--- config.mk ---
export PLATFORM = sky130hd
export DESIGN_NAME = round_controller_flat
export DESIGN_NICKNAME = d
export VERILOG_FILES = /design/src/rtl/round_controller_pkg.sv /design/src/rtl/round_controller_if.sv /design/src/rtl/round_controller_lfsr8.sv /design/src/rtl/round_controller.sv /design/src/flat_wrapper.sv
export SDC_FILE = /design/constraint.sdc
export NUM_CORES = 1
export LEC_CHECK = 0
export CAP_MARGIN = 20
export CORE_ASPECT_RATIO = 0.75
export CORE_MARGIN = 1
export CORE_UTILIZATION = 56
export DETAILED_ROUTE_END_ITERATION = 8
export PLACE_DENSITY = 0.79
export SLEW_MARGIN = 10
export SYNTH_ARGS = -nofsm -noshare
export SYNTH_HDL_FRONTEND = slang
export SYNTH_SLANG_ARGS = --single-unit
--- constraint.sdc ---
create_clock -name clk -period 3.7 [get_ports clk]
set_input_delay 0.555 -clock clk [delete_from_list [all_inputs] [get_ports clk]]
set_output_delay 0.555 -clock clk [all_outputs]
set_load 0.005 [all_outputs]
--- src/rtl/round_controller_pkg.sv ---
// Shared types and constants for the Memory Matrix round controller.
package memmatrix_pkg;

    // Round sequencing states; encoding is fixed so debug probes read consistently.
    typedef enum logic [3:0] {
        ST_IDLE = 4'd0,
        ST_LOAD = 4'd1,
        ST_SHOW = 4'd2,
        ST_PLAY = 4'd3,
        ST_WIN  = 4'd4,
        ST_LOSE = 4'd5
    } state_t;

    // Board width: one bit per tile / button.
    localparam int BOARD_W = 8;

    // Feedback taps for x^8 + x^6 + x^5 + x^4 + 1.
    localparam logic [BOARD_W-1:0] LFSR_TAPS = 8'hB8;

    // True when exactly one bit of v is set.
    function automatic logic is_onehot(input logic [BOARD_W-1:0] v);
        return (v != '0) && ((v & (v - 1'b1)) == '0);
    endfunction

    // Increment that sticks at 15 instead of wrapping.
    function automatic logic [3:0] sat_inc4(input logic [3:0] v);
        return (v == 4'hF) ? v : v + 4'd1;
    endfunction

endpackage

--- src/rtl/round_controller_if.sv ---
// Button inputs and board/status outputs of the round controller.
interface round_controller_if;
    import memmatrix_pkg::*;

    logic               start;
    logic [BOARD_W-1:0] guess_btn;
    logic [BOARD_W-1:0] solution_board;
    logic [BOARD_W-1:0] found_board;
    logic               show_solution;
    logic               flash_en;
    logic [3:0]         guesses_left;
    logic [3:0]         level;
    logic               win;
    logic               lose;
    logic               busy;

    // Player-side view: drives the buttons, watches the boards.
    modport master (
        output start, guess_btn,
        input  solution_board, found_board, show_solution, flash_en,
               guesses_left, level, win, lose, busy
    );

    // Controller-side view.
    modport slave (
        input  start, guess_btn,
        output solution_board, found_board, show_solution, flash_en,
               guesses_left, level, win, lose, busy
    );
endinterface

--- src/rtl/round_controller_lfsr8.sv ---
// Free-running 8-bit Fibonacci LFSR used to pick each round's pattern.
module lfsr8
    import memmatrix_pkg::*;
(
    input  logic               clk,
    input  logic               reset,
    input  logic [BOARD_W-1:0] seed,
    output logic [BOARD_W-1:0] q
);

    logic [BOARD_W-1:0] r_q;
    logic [BOARD_W-1:0] w_seed_safe;
    logic               w_fb;

    // An all-zero seed would lock the register, so it is promoted to 1.
    assign w_seed_safe = (seed == '0) ? 8'h01 : seed;
    assign w_fb        = ^(r_q & LFSR_TAPS);
    assign q           = r_q;

    // Shift every cycle regardless of game state; player timing picks the phase.
    always_ff @(posedge clk) begin
        if (!reset) begin
            r_q <= w_seed_safe;
        end else begin
            r_q <= {r_q[BOARD_W-2:0], w_fb};
        end
    end

endmodule

--- src/rtl/round_controller.sv ---
// Sequences a Memory Matrix round: load pattern, timed display, guessing, win/lose.
module round_controller
    import memmatrix_pkg::*;
#(
    parameter int unsigned DISPLAY_CYCLES = 50_000_000,
    parameter int unsigned MAX_GUESSES    = 3,
    parameter logic [7:0]  LFSR_SEED      = 8'hA5
) (
    input  logic              clk,
    input  logic              reset,
    round_controller_if.slave bus
);

    localparam logic [31:0] TIMER_LOAD = 32'(DISPLAY_CYCLES - 1);
    localparam logic [3:0]  GUESS_INIT = 4'(MAX_GUESSES);

    state_t             r_state;
    logic [BOARD_W-1:0] r_solution;
    logic [BOARD_W-1:0] r_found;
    logic [3:0]         r_guesses;
    logic [3:0]         r_level;
    logic [31:0]        r_timer;
    logic               r_show;
    logic               r_flash;
    logic               r_win;
    logic               r_lose;
    logic               r_busy;
    logic               r_start_q;
    logic [BOARD_W-1:0] r_btn_q;

    logic [BOARD_W-1:0] w_lfsr;
    logic [BOARD_W-1:0] w_press;
    logic [BOARD_W-1:0] w_found_next;
    logic               w_start_edge;
    logic               w_press_valid;
    logic               w_hit;

    lfsr8 u_lfsr (
        .clk   (clk),
        .reset (reset),
        .seed  (LFSR_SEED),
        .q     (w_lfsr)
    );

    // Per-button rising-edge detect.
    genvar gi;
    generate
        for (gi = 0; gi < BOARD_W; gi++) begin : g_press
            assign w_press[gi] = bus.guess_btn[gi] & ~r_btn_q[gi];
        end
    endgenerate

    assign w_start_edge  = bus.start & ~r_start_q;
    // Multi-button chords and re-presses of found tiles cost nothing.
    assign w_press_valid = is_onehot(w_press) && ((w_press & r_found) == '0);
    assign w_hit         = (w_press & r_solution) != '0;
    assign w_found_next  = r_found | w_press;

    // Delay copies of the raw inputs for edge detection.
    always_ff @(posedge clk) begin
        if (!reset) begin
            r_start_q <= 1'b0;
            r_btn_q   <= '0;
        end else begin
            r_start_q <= bus.start;
            r_btn_q   <= bus.guess_btn;
        end
    end

    // Round FSM; status outputs are set on the transition into each state.
    always_ff @(posedge clk) begin
        if (!reset) begin
            r_state    <= ST_IDLE;
            r_solution <= '0;
            r_found    <= '0;
            r_guesses  <= GUESS_INIT;
            r_level    <= 4'd0;
            r_timer    <= '0;
            r_show     <= 1'b0;
            r_flash    <= 1'b1;
            r_win      <= 1'b0;
            r_lose     <= 1'b0;
            r_busy     <= 1'b0;
        end else begin
            case (r_state)
                ST_IDLE: begin
                    if (w_start_edge) begin
                        r_state <= ST_LOAD;
                        r_flash <= 1'b0;
                        r_busy  <= 1'b1;
                    end
                end

                ST_LOAD: begin
                    r_solution <= w_lfsr;
                    r_found    <= '0;
                    r_guesses  <= GUESS_INIT;
                    r_timer    <= TIMER_LOAD;
                    r_state    <= ST_SHOW;
                    r_show     <= 1'b1;
                end

                ST_SHOW: begin
                    // Loaded with N-1, so the display lasts exactly N cycles.
                    if (r_timer == '0) begin
                        r_state <= ST_PLAY;
                        r_show  <= 1'b0;
                    end else begin
                        r_timer <= r_timer - 32'd1;
                    end
                end

                ST_PLAY: begin
                    if (w_press_valid) begin
                        if (w_hit) begin
                            r_found <= w_found_next;
                            if (w_found_next == r_solution) begin
                                r_state <= ST_WIN;
                                r_level <= sat_inc4(r_level);
                                r_win   <= 1'b1;
                                r_flash <= 1'b1;
                                r_busy  <= 1'b0;
                            end
                        end else begin
                            if (r_guesses != 4'd0) begin
                                r_guesses <= r_guesses - 4'd1;
                            end
                            if (r_guesses <= 4'd1) begin
                                r_state <= ST_LOSE;
                                r_lose  <= 1'b1;
                                r_flash <= 1'b1;
                                r_show  <= 1'b1;
                                r_busy  <= 1'b0;
                            end
                        end
                    end
                end

                ST_WIN: begin
                    if (w_start_edge) begin
                        r_state <= ST_LOAD;
                        r_win   <= 1'b0;
                        r_flash <= 1'b0;
                        r_busy  <= 1'b1;
                    end
                end

                ST_LOSE: begin
                    if (w_start_edge) begin
                        r_state <= ST_IDLE;
                        r_level <= 4'd0;
                        r_lose  <= 1'b0;
                        r_show  <= 1'b0;
                    end
                end

                default: begin
                    r_state <= ST_IDLE;
                    r_show  <= 1'b0;
                    r_flash <= 1'b1;
                    r_win   <= 1'b0;
                    r_lose  <= 1'b0;
                    r_busy  <= 1'b0;
                end
            endcase
        end
    end

    assign bus.solution_board = r_solution;
    assign bus.found_board    = r_found;
    assign bus.show_solution  = r_show;
    assign bus.flash_en       = r_flash;
    assign bus.guesses_left   = r_guesses;
    assign bus.level          = r_level;
    assign bus.win            = r_win;
    assign bus.lose           = r_lose;
    assign bus.busy           = r_busy;

endmodule

--- src/flat_wrapper.sv ---
// flat-port wrapper written by rule: the top's interface ports become plain ports
module round_controller_flat import memmatrix_pkg::*;
#(
    parameter int unsigned DISPLAY_CYCLES = 50_000_000,
    parameter int unsigned MAX_GUESSES    = 3,
    parameter logic [7:0]  LFSR_SEED      = 8'hA5
)
  (clk, reset, bus_start, bus_guess_btn, bus_solution_board, bus_found_board, bus_show_solution, bus_flash_en, bus_guesses_left, bus_level, bus_win, bus_lose, bus_busy);
  round_controller_if bus_i ();
  input  logic clk;
  input  logic reset;
  input wire logic [$bits(bus_i.start)-1:0] bus_start;
  input wire logic [$bits(bus_i.guess_btn)-1:0] bus_guess_btn;
  output wire logic [$bits(bus_i.solution_board)-1:0] bus_solution_board;
  output wire logic [$bits(bus_i.found_board)-1:0] bus_found_board;
  output wire logic [$bits(bus_i.show_solution)-1:0] bus_show_solution;
  output wire logic [$bits(bus_i.flash_en)-1:0] bus_flash_en;
  output wire logic [$bits(bus_i.guesses_left)-1:0] bus_guesses_left;
  output wire logic [$bits(bus_i.level)-1:0] bus_level;
  output wire logic [$bits(bus_i.win)-1:0] bus_win;
  output wire logic [$bits(bus_i.lose)-1:0] bus_lose;
  output wire logic [$bits(bus_i.busy)-1:0] bus_busy;
  assign bus_i.start = bus_start;
  assign bus_i.guess_btn = bus_guess_btn;
  assign bus_solution_board = bus_i.solution_board;
  assign bus_found_board = bus_i.found_board;
  assign bus_show_solution = bus_i.show_solution;
  assign bus_flash_en = bus_i.flash_en;
  assign bus_guesses_left = bus_i.guesses_left;
  assign bus_level = bus_i.level;
  assign bus_win = bus_i.win;
  assign bus_lose = bus_i.lose;
  assign bus_busy = bus_i.busy;
  round_controller #(.DISPLAY_CYCLES(DISPLAY_CYCLES), .MAX_GUESSES(MAX_GUESSES), .LFSR_SEED(LFSR_SEED)) u_core (.clk(clk), .reset(reset), .bus(bus_i));
endmodule
== Word level (Yosys, flattened, before mapping) ==
Cells that the tools add are included.
Storage, ports and cells
  flip-flop bits (word level): 82
  logic and storage cells: 134
Operators by class
  add/subtract/negate cells: 4
  magnitude comparators: 1
  equality and inequality tests: 21
  mux-type cells: 42
  bitwise operators: 26
  reduce and logical (&&, ||, !) cells: 26
Operators with widths (number)
  32-bit one-hot mux with 2 select lines: 1
  4-bit 2-to-1 mux: 14
  32-bit logical NOT: 1
  32-bit 2-to-1 mux: 1
  32-bit by 1-bit subtractor with 32-bit output (second input constant): 1
  8-bit AND: 3
  4-bit one-hot mux with 5 select lines: 1
  2-bit by 1-bit inequality test with 1-bit output (second input constant): 9
  6-bit AND reduction: 3
  8-bit logical NOT: 2
  8-bit 2-to-1 mux: 2
  4-bit one-hot mux with 2 select lines: 2
  8-bit one-hot mux with 2 select lines: 1
  8-bit nonzero test: 2
  1-bit 2-to-1 mux: 15
  5-bit AND reduction: 3
  1-bit NOT: 13
  1-bit one-hot mux with 3 select lines: 4
  1-bit AND: 9
  4-bit by 2-bit equality test with 1-bit output (second input constant): 2
  4-bit by 3-bit equality test with 1-bit output (second input constant): 2
  8-bit equality test: 1
  8-bit OR: 1
  4-bit OR reduction: 2
  20 further kinds: 25

== Logic depth before layout (Yosys ltp) ==
Gate-level depths: netlist of run 1.
  depth after elaboration: 9
  gate-level depth with buffers: 9
  mapped depth without buffers: 8

== Modules after synthesis ==
A second synthesis of run 1 with hierarchy kept.
Second synthesis, totals
  cells, all modules: 460
  area, all modules: 3938.8 µm²
Modules (own cells, without submodules)
  round_controller: instances 1, cells each 437, area an instance 3642.2 µm², sequential area each 1461.4 µm²
  lfsr8: instances 1, cells each 23, area an instance 296.5 µm², sequential area each 160.2 µm²

== Least setup slack after synthesis of run 1 ==
OpenSTA, ideal clock, no wires.
  path type: input -> register
  from: input port bus_guess_btn[2]
  to: register u_core.r_level[3], in the netlist u_core.bus.level[3]
  library setup time: 0.074 ns
  arrival: 2.643 ns
  data required time: 3.626 ns
  setup slack: 0.982 ns
  stages: 9
  buffers on the path: 2
  cell sequence: nor2b_1 buf_2 nor3_1 o22ai_1 or4_1 or3_1 clkbuf_1 or4b_1 a31oi_1
On the way
  longest elaborated chain between the ends: 8
  elaborated cells between the ends (all ways): 17
Ends and longest elaborated chain
  start, declared: line flat_wrapper.sv:13  | input wire logic [$bits(bus_i.guess_btn)-1:0] bus_guess_btn;
  1-bit AND (*): line round_controller.sv:49  | assign w_press[gi] = bus.guess_btn[gi] & ~r_btn_q[gi];
  8-bit by 1-bit subtractor with 8-bit output: line round_controller_pkg.sv:22  | return (v != '0) && ((v & (v - 1'b1)) == '0);
  8-bit AND: line round_controller_pkg.sv:22
  8-bit logical NOT: line round_controller_pkg.sv:22
  1-bit logical AND: line round_controller_pkg.sv:22
  1-bit logical AND: line round_controller.sv:55  | assign w_press_valid = is_onehot(w_press) && ((w_press & r_found) == '0);
  2-bit by 1-bit inequality test with 1-bit output (no line)
  6-bit AND reduction (no line) (*)
  end signal, assigned: line round_controller.sv:119  | r_level <= sat_inc4(r_level);
  end, declared: line round_controller.sv:21  | logic [3:0] r_level;
Every way passes the cells marked *; elsewhere a longest branch is shown, timed or not.
A chain may end at the register's enable or synchronous reset.

== Worst setup path in the final report of run 1 ==
  from: input port bus_guess_btn[5]
  to: register u_core.r_level[3], in the netlist u_core.bus.level[3]
The elaborated chain is that of the path after synthesis.

==> flow_summary.toml, run 1 <==
[run_status]
outcome = "complete, no violations"

[die]
core_sq_mm = 0.00644
num_rows = 25
ios = 40
die_y_um = 73.5
design.die.area_sq_mm = 0.00716
start_util_pct = 59.3
die_w_um = 97.4

[job]
maxCapViolations = 0

[clock_tree]
cts_resized = 0
clk_path_buf_depth = 2
tritoncts = "done"
cts.sinks = 81
clkTransAtPathRegs_ps = 80
clkLatencyLatePin_ps = 350
cts_buffers = 9
holdBufCountCts = 0
post_cts_buffers = 0
cts-htree-levels = 3
root_buffer = "clkbuf_8"

[placed_design]
gp_congestion = 0.891
dpl.hpwl_um = 5780
postPlaceCellArea_sq_mm = 0.00430
post-place-ws_ps = 316
port_buffers = 39

[synth]
synthXorXnorAreaFrac_pct = 6.88
synth-simple-area-share_pct = 25.1
synth_area_sq_mm = 0.00382
synth.most_common_cell = "dfxtp_1"
synth_warnings = 0
synth_fa_ha_area_share_pct = 1.64
yosysSeqAreaShare_pct = 42.4
synth_top_area_cell = "dfxtp_1"
avgSynthCellArea_sq_um = 8.74
synth_edf_count = 0
synthArstFlopShare_pct = 0
yosys_register_bits = 81
synth-main-ff-cell = "dfxtp_1"
synth_top_family_by_area = "simple AND/OR/NAND/NOR gates"
synth-compound-area-share_pct = 19.6
synth_top_area_share_pct = 42.4
synthTopCellsByArea = "dfxtp_1 (42%), xnor2_1 (4.4%), a21oi_1 (4.2%)"
syn_nets = 453
synth_cells = 437
post_synth_num_cell_types = 61
yosys-top-cells-count = "dfxtp_1 (81), nand2_1 (39), a21oi_1 (32)"
synthMuxAreaShare_pct = 0.786

[timing]
final-hold-violation-count = 0
tns_ps = 0
maxSlewViolCount = 0
post-route-worst-setup-slack_ps = 642
hold_slack_ps = 441
period_share_pct = 82.7
fmax_ghz = 0.327
min_period_ps = 3060
tightest_slew_ps = 731
rsz0062_at_grt = "no"
finalSetupViolations = 0
finClkSkew_ps = 8.04
relSlewSlack_pct = 50.0

[hold_path]
holdCritPathClass = "flop to flop"
hp-start = "u_core.u_lfsr.q[1]$_SDFF_PN0_"

[global_route]
use_met2_pct = 38.7
grt_pass1_vias = 3141
grt_first_pass_wirelength_um = 14600
top_usage_layer = "met2"
grt_max_degree = 35
antenna_found_initial = 0
grtUsageMet3_pct = 6.95
grtUsageTotal_pct = 24.9
overflow = 0
grt_use_met1_pct = 34.7

[layout]
postLayoutCellArea_sq_mm = 0.00450
fin_nets = 492
drive_gt1_share_pct = 7.90
antenna_cells = 0
syn_to_final_growth_pct = 17.8

[detailed_routing]
wl_per_cell_um = 15.1
ant_nets = 0
drt-initial-drc-count = 112
drc = 0
totalWireLength_um = 8470
firstDrtPassIters = 4
viasPerCell = 5.89
routed-via-count = 3311

[worst_setup_path]
reg2reg_to = "u_core.r_timer[23]$_SDFFE_PN0P_"
critPathLaunch = "bus_guess_btn[5]"
crit_path_start_kind = "input pin"
critPathKind = "input pin to flop"
worstSetupEndpointType = "flop"
r2r_slack_ps = 760
cp.arrival_ps = 3340
reg2reg_from = "u_core.r_timer[9]$_SDFFE_PN0P_"
worst-r2r-cell-count = 7
required_ps = 3980
endpoint = "u_core.bus.level[3]$_SDFFE_PN0P_"
worstPathMaxFanout = 7

[power_and_ir_drop]
power_density_mw_per_mm2 = 656
peakVddDrop_mv = 0.416
leakagePower_nw = 1.67
==> worst max-delay path, cell delays in order <==
cell and delay, ps:
clkdlybuf4s50_1 490, nor2b_1 360, o21a_1 160, o22ai_1 80, or4_1 550, or3_1 440, or4b_1 530, a31oi_1 170
==> layout make-up <==
| class | instances | area (sq um) |
|---|---|---|
| repair buffers | 49 | 465 |
| multi-input cells | 321 | 2060 |
| flip-flops and latches | 81 | 1620 |
| inverters | 14 | 52.6 |
| clock buffers | 11 | 141 |
| well taps | 81 | 101 |
| fillers | 504 | 1940 |
| clock inverters | 5 | 55.1 |
==> through the flow <==
stage          instances  util [%]  total power, mW
6_report             562      69.8             2.95
5_1_grt              562      69.8             3.16
4_1_cts              562      69.8             2.96
3_5_place_dp         546      66.8             2.31
3_3_place_gp         546      66.8             2.27
2_1_floorplan        437         -             2.02
==> sequential cells by signal, indices dropped and copies added (netlist names), 3 cells and up <==
| register | count |
|---|---|
| u_core.bus.guesses_left | 4 |
| u_core.bus.found_board | 8 |
| u_core.r_btn_q | 8 |
| u_core.bus.solution_board | 8 |
| u_core.r_timer | 32 |
| u_core.r_state | 3 |
| u_core.u_lfsr.q | 8 |
| u_core.bus.level | 4 |
==> worst min-delay path by stage <==
stage / end / slack, ps / cells after the start
6_report: u_core.u_lfsr.q[2]$_SDFF_PN1_ / 440 / 1
5_1_grt: u_core.u_lfsr.q[2]$_SDFF_PN1_ / 450 / 1
2_1_floorplan: u_core.u_lfsr.q[2]$_SDFF_PN1_ / 410 / 1
4_1_cts: u_core.bus.solution_board[0]$_SDFFE_PN0P_ / 450 / 2
3_5_place_dp: u_core.u_lfsr.q[2]$_SDFF_PN1_ / 430 / 1
3_3_place_gp: u_core.u_lfsr.q[2]$_SDFF_PN1_ / 420 / 1
==> cell families after synthesis <==
| logic type | Yosys count |
|---|---|
| compound gates | 107 |
| simple gates | 176 |
| fa+ha+maj | 5 |
| mux | 3 |
| flops | 81 |
| buf+inv | 35 |
| xor+xnor | 30 |
==> per-layer routing <==
| layer | vias to the layer above | share of wire (%) |
|---|---|---|
| met2 | 85 | 42 |
| met4 | 0 | 0.67 |
| met3 | 9 | 5.2 |
| li1 | 1661 | - |
| met5 | - | 0 |
| met1 | 1556 | 52 |
==> cells in the final DEF (no fill, tap or decap), drive strengths merged, types with 14 or more instances in the layout <==
cell type	netlist	routed
nand2	39	39
inv	14	14
clkdlybuf4s50	0	39
and2	16	16
dfxtp	81	81
nor4	16	16
xnor2	19	19
nor3	22	22
a21oi	32	32
nor2	27	27
==> power breakdown <==
| part | switching [mW] | internal [mW] | total, mW |
|---|---|---|---|
| registers | 0.186 | 1.04 | 1.23 |
| clock network | 0.312 | 0.328 | 0.640 |
| logic | 0.614 | 0.469 | 1.08 |
Note: power is estimated with default switching activity, not from simulation.
==> run 2, diff against run 1 <==
- clock period: 3.7 -> 2.9 ns (I/O delays scaled with it)
==> flow_summary.toml, run 2 (same netlist as run 1, synthesis figures left out) <==
[die]
die_w_um = 97.4
ios = 40
num_rows = 25
core_sq_mm = 0.00644
design.die.area_sq_mm = 0.00716
start_util_pct = 59.3
die_y_um = 73.5

[timing]
final-hold-violation-count = 0
rsz0062_at_grt = "no"
finalSetupViolations = 0
maxSlewViolCount = 0
period_share_pct = 95.3
tightest_slew_ps = 740
relSlewSlack_pct = 50.2
fmax_ghz = 0.362
finClkSkew_ps = 11.2
min_period_ps = 2760

[detailed_routing]
wl_per_cell_um = 15.3
drt-initial-drc-count = 191
routed-via-count = 3478
totalWireLength_um = 9020
drc = 0
ant_nets = 0
viasPerCell = 5.90
firstDrtPassIters = 4

[worst_setup_path]
worst-r2r-cell-count = 7
reg2reg_from = "u_core.r_timer[13]$_SDFFE_PN0P_"
worstSetupEndpointType = "flop"
required_ps = 3180
worstPathMaxFanout = 7
cp.arrival_ps = 3040
reg2reg_to = "u_core.r_state[0]$_SDFFE_PN0P_"
critPathKind = "flop to flop"
crit_path_start_kind = "flop"
r2r_slack_ps = 140

[global_route]
grtUsageTotal_pct = 26.7
overflow = 0
antenna_found_initial = 0
grt_pass1_vias = 3200
grt_first_pass_wirelength_um = 15300
grt_max_degree = 23

[run_status]
outcome = "complete, no violations"

[layout]
multi_input_area_sq_mm = 0.00208
final-seq-area_sq_mm = 0.00162
largest_reg_flops = 32
layout_common_cells = "dfxtp_1 (81), nand2_1 (39), clkdlybuf4s50_1 (39)"
layout_commonest_cell = "dfxtp_1"
n_fill_cell = 510
antenna_cells = 0
fin_nets = 519
regMostFlops = "u_core.r_timer"
syn_to_final_growth_pct = 23.0
finish.utilization_pct = 72.9
final_cells = 589
drive_gt1_share_pct = 13.2

[clock_tree]
cts_buffers = 9
clkLatencyLatePin_ps = 360
cts.sinks = 81
clkTransAtPathRegs_ps = 90
cts-htree-levels = 3
root_buffer = "clkbuf_8"
tritoncts = "done"
clk_path_buf_depth = 2

[job]
maxCapViolations = 0

[hold_path]
hp-start = "u_core.u_lfsr.q[6]$_SDFF_PN0_"
hold_depth = 2
hold_end = "u_core.bus.solution_board[6]$_SDFFE_PN0P_"
holdCritPathClass = "flop to flop"

[power_and_ir_drop]
peakVddDrop_mv = 0.554
power_density_mw_per_mm2 = 818
leakagePower_nw = 1.79

[placed_design]
dpl.hpwl_um = 6670
port_buffers = 39
gp_congestion = 0.888
dp.cells = 573
-- run 2: report_power, final --
group	total, mW	switching (mW)	internal, mW
clock	0.751	0.433	0.318
combinational	1.52	0.839	0.681
sequential	1.57	0.245	1.33
-- run 2: timing repair --
action	in CTS	in global routing
hold buffers	0	0
endpoints found under the setup margin	0	6
gates resized for setup	0	2
buffers inserted	0	0
-- run 2: final cells by class --
type | instances | share of cell area, %
clock buffer | 9 | 2.64
clock inverter | 7 | 1.15
inverter | 14 | 1.12
multi-input combinational | 321 | 44.2
sequential | 81 | 34.5
tap | 81 | 2.16
timing repair buffer | 76 | 14.2
-- run 2: per-stage QoR --
step / setup slack (ps) / hold WS, ps / cell area [sq um] / setup TNS [ps] / total power, mW
after global routing: 3.15 / 478 / 4700 / 0 / 4.09
after global placement: -110 / 423 / 4510 / -321 / 2.98
after floorplan: 295 / 411 / 3820 / 0 / 2.57
final: 137 / 455 / 4700 / 0 / 3.84
after detailed placement: -161 / 428 / 4510 / -1610 / 3.06
after CTS: 114 / 452 / 4680 / 0 / 3.82
-- run 2: worst max-delay path: stages, from the launching register on --
cell and delay (ps):
dfxtp_1 350, or4_1 610, or3_4 420, o41a_1 540, nor2_1 190, inv_2 80, nor3b_4 260, mux2i_1 230
-- run 2: worst max path at each step --
stage	start	endpoint	slack [ps]
after floorplan	u_core.r_timer[9]$_SDFFE_PN0P_	u_core.r_timer[23]$_SDFFE_PN0P_	300
after global placement	bus_guess_btn[2]	u_core.bus.level[3]$_SDFFE_PN0P_	-110
after detailed placement	bus_guess_btn[0]	u_core.bus.level[3]$_SDFFE_PN0P_	-160
after CTS	u_core.r_timer[13]$_SDFFE_PN0P_	u_core.r_timer[23]$_SDFFE_PN0P_	110
after global routing	u_core.r_timer[13]$_SDFFE_PN0P_	u_core.r_state[0]$_SDFFE_PN0P_	3
final	u_core.r_timer[13]$_SDFFE_PN0P_	u_core.r_state[0]$_SDFFE_PN0P_	140
-- run 2: routing by layer --
metal	track usage [%]	vias up	part of all wire (%)	wire length [um]
li1	-	1711	-	-
met1	36.4	1655	48	4350
met2	42.3	102	45	4070
met3	6.28	10	5.5	499
met4	8.82	0	1.2	104
met5	0	-	0	0
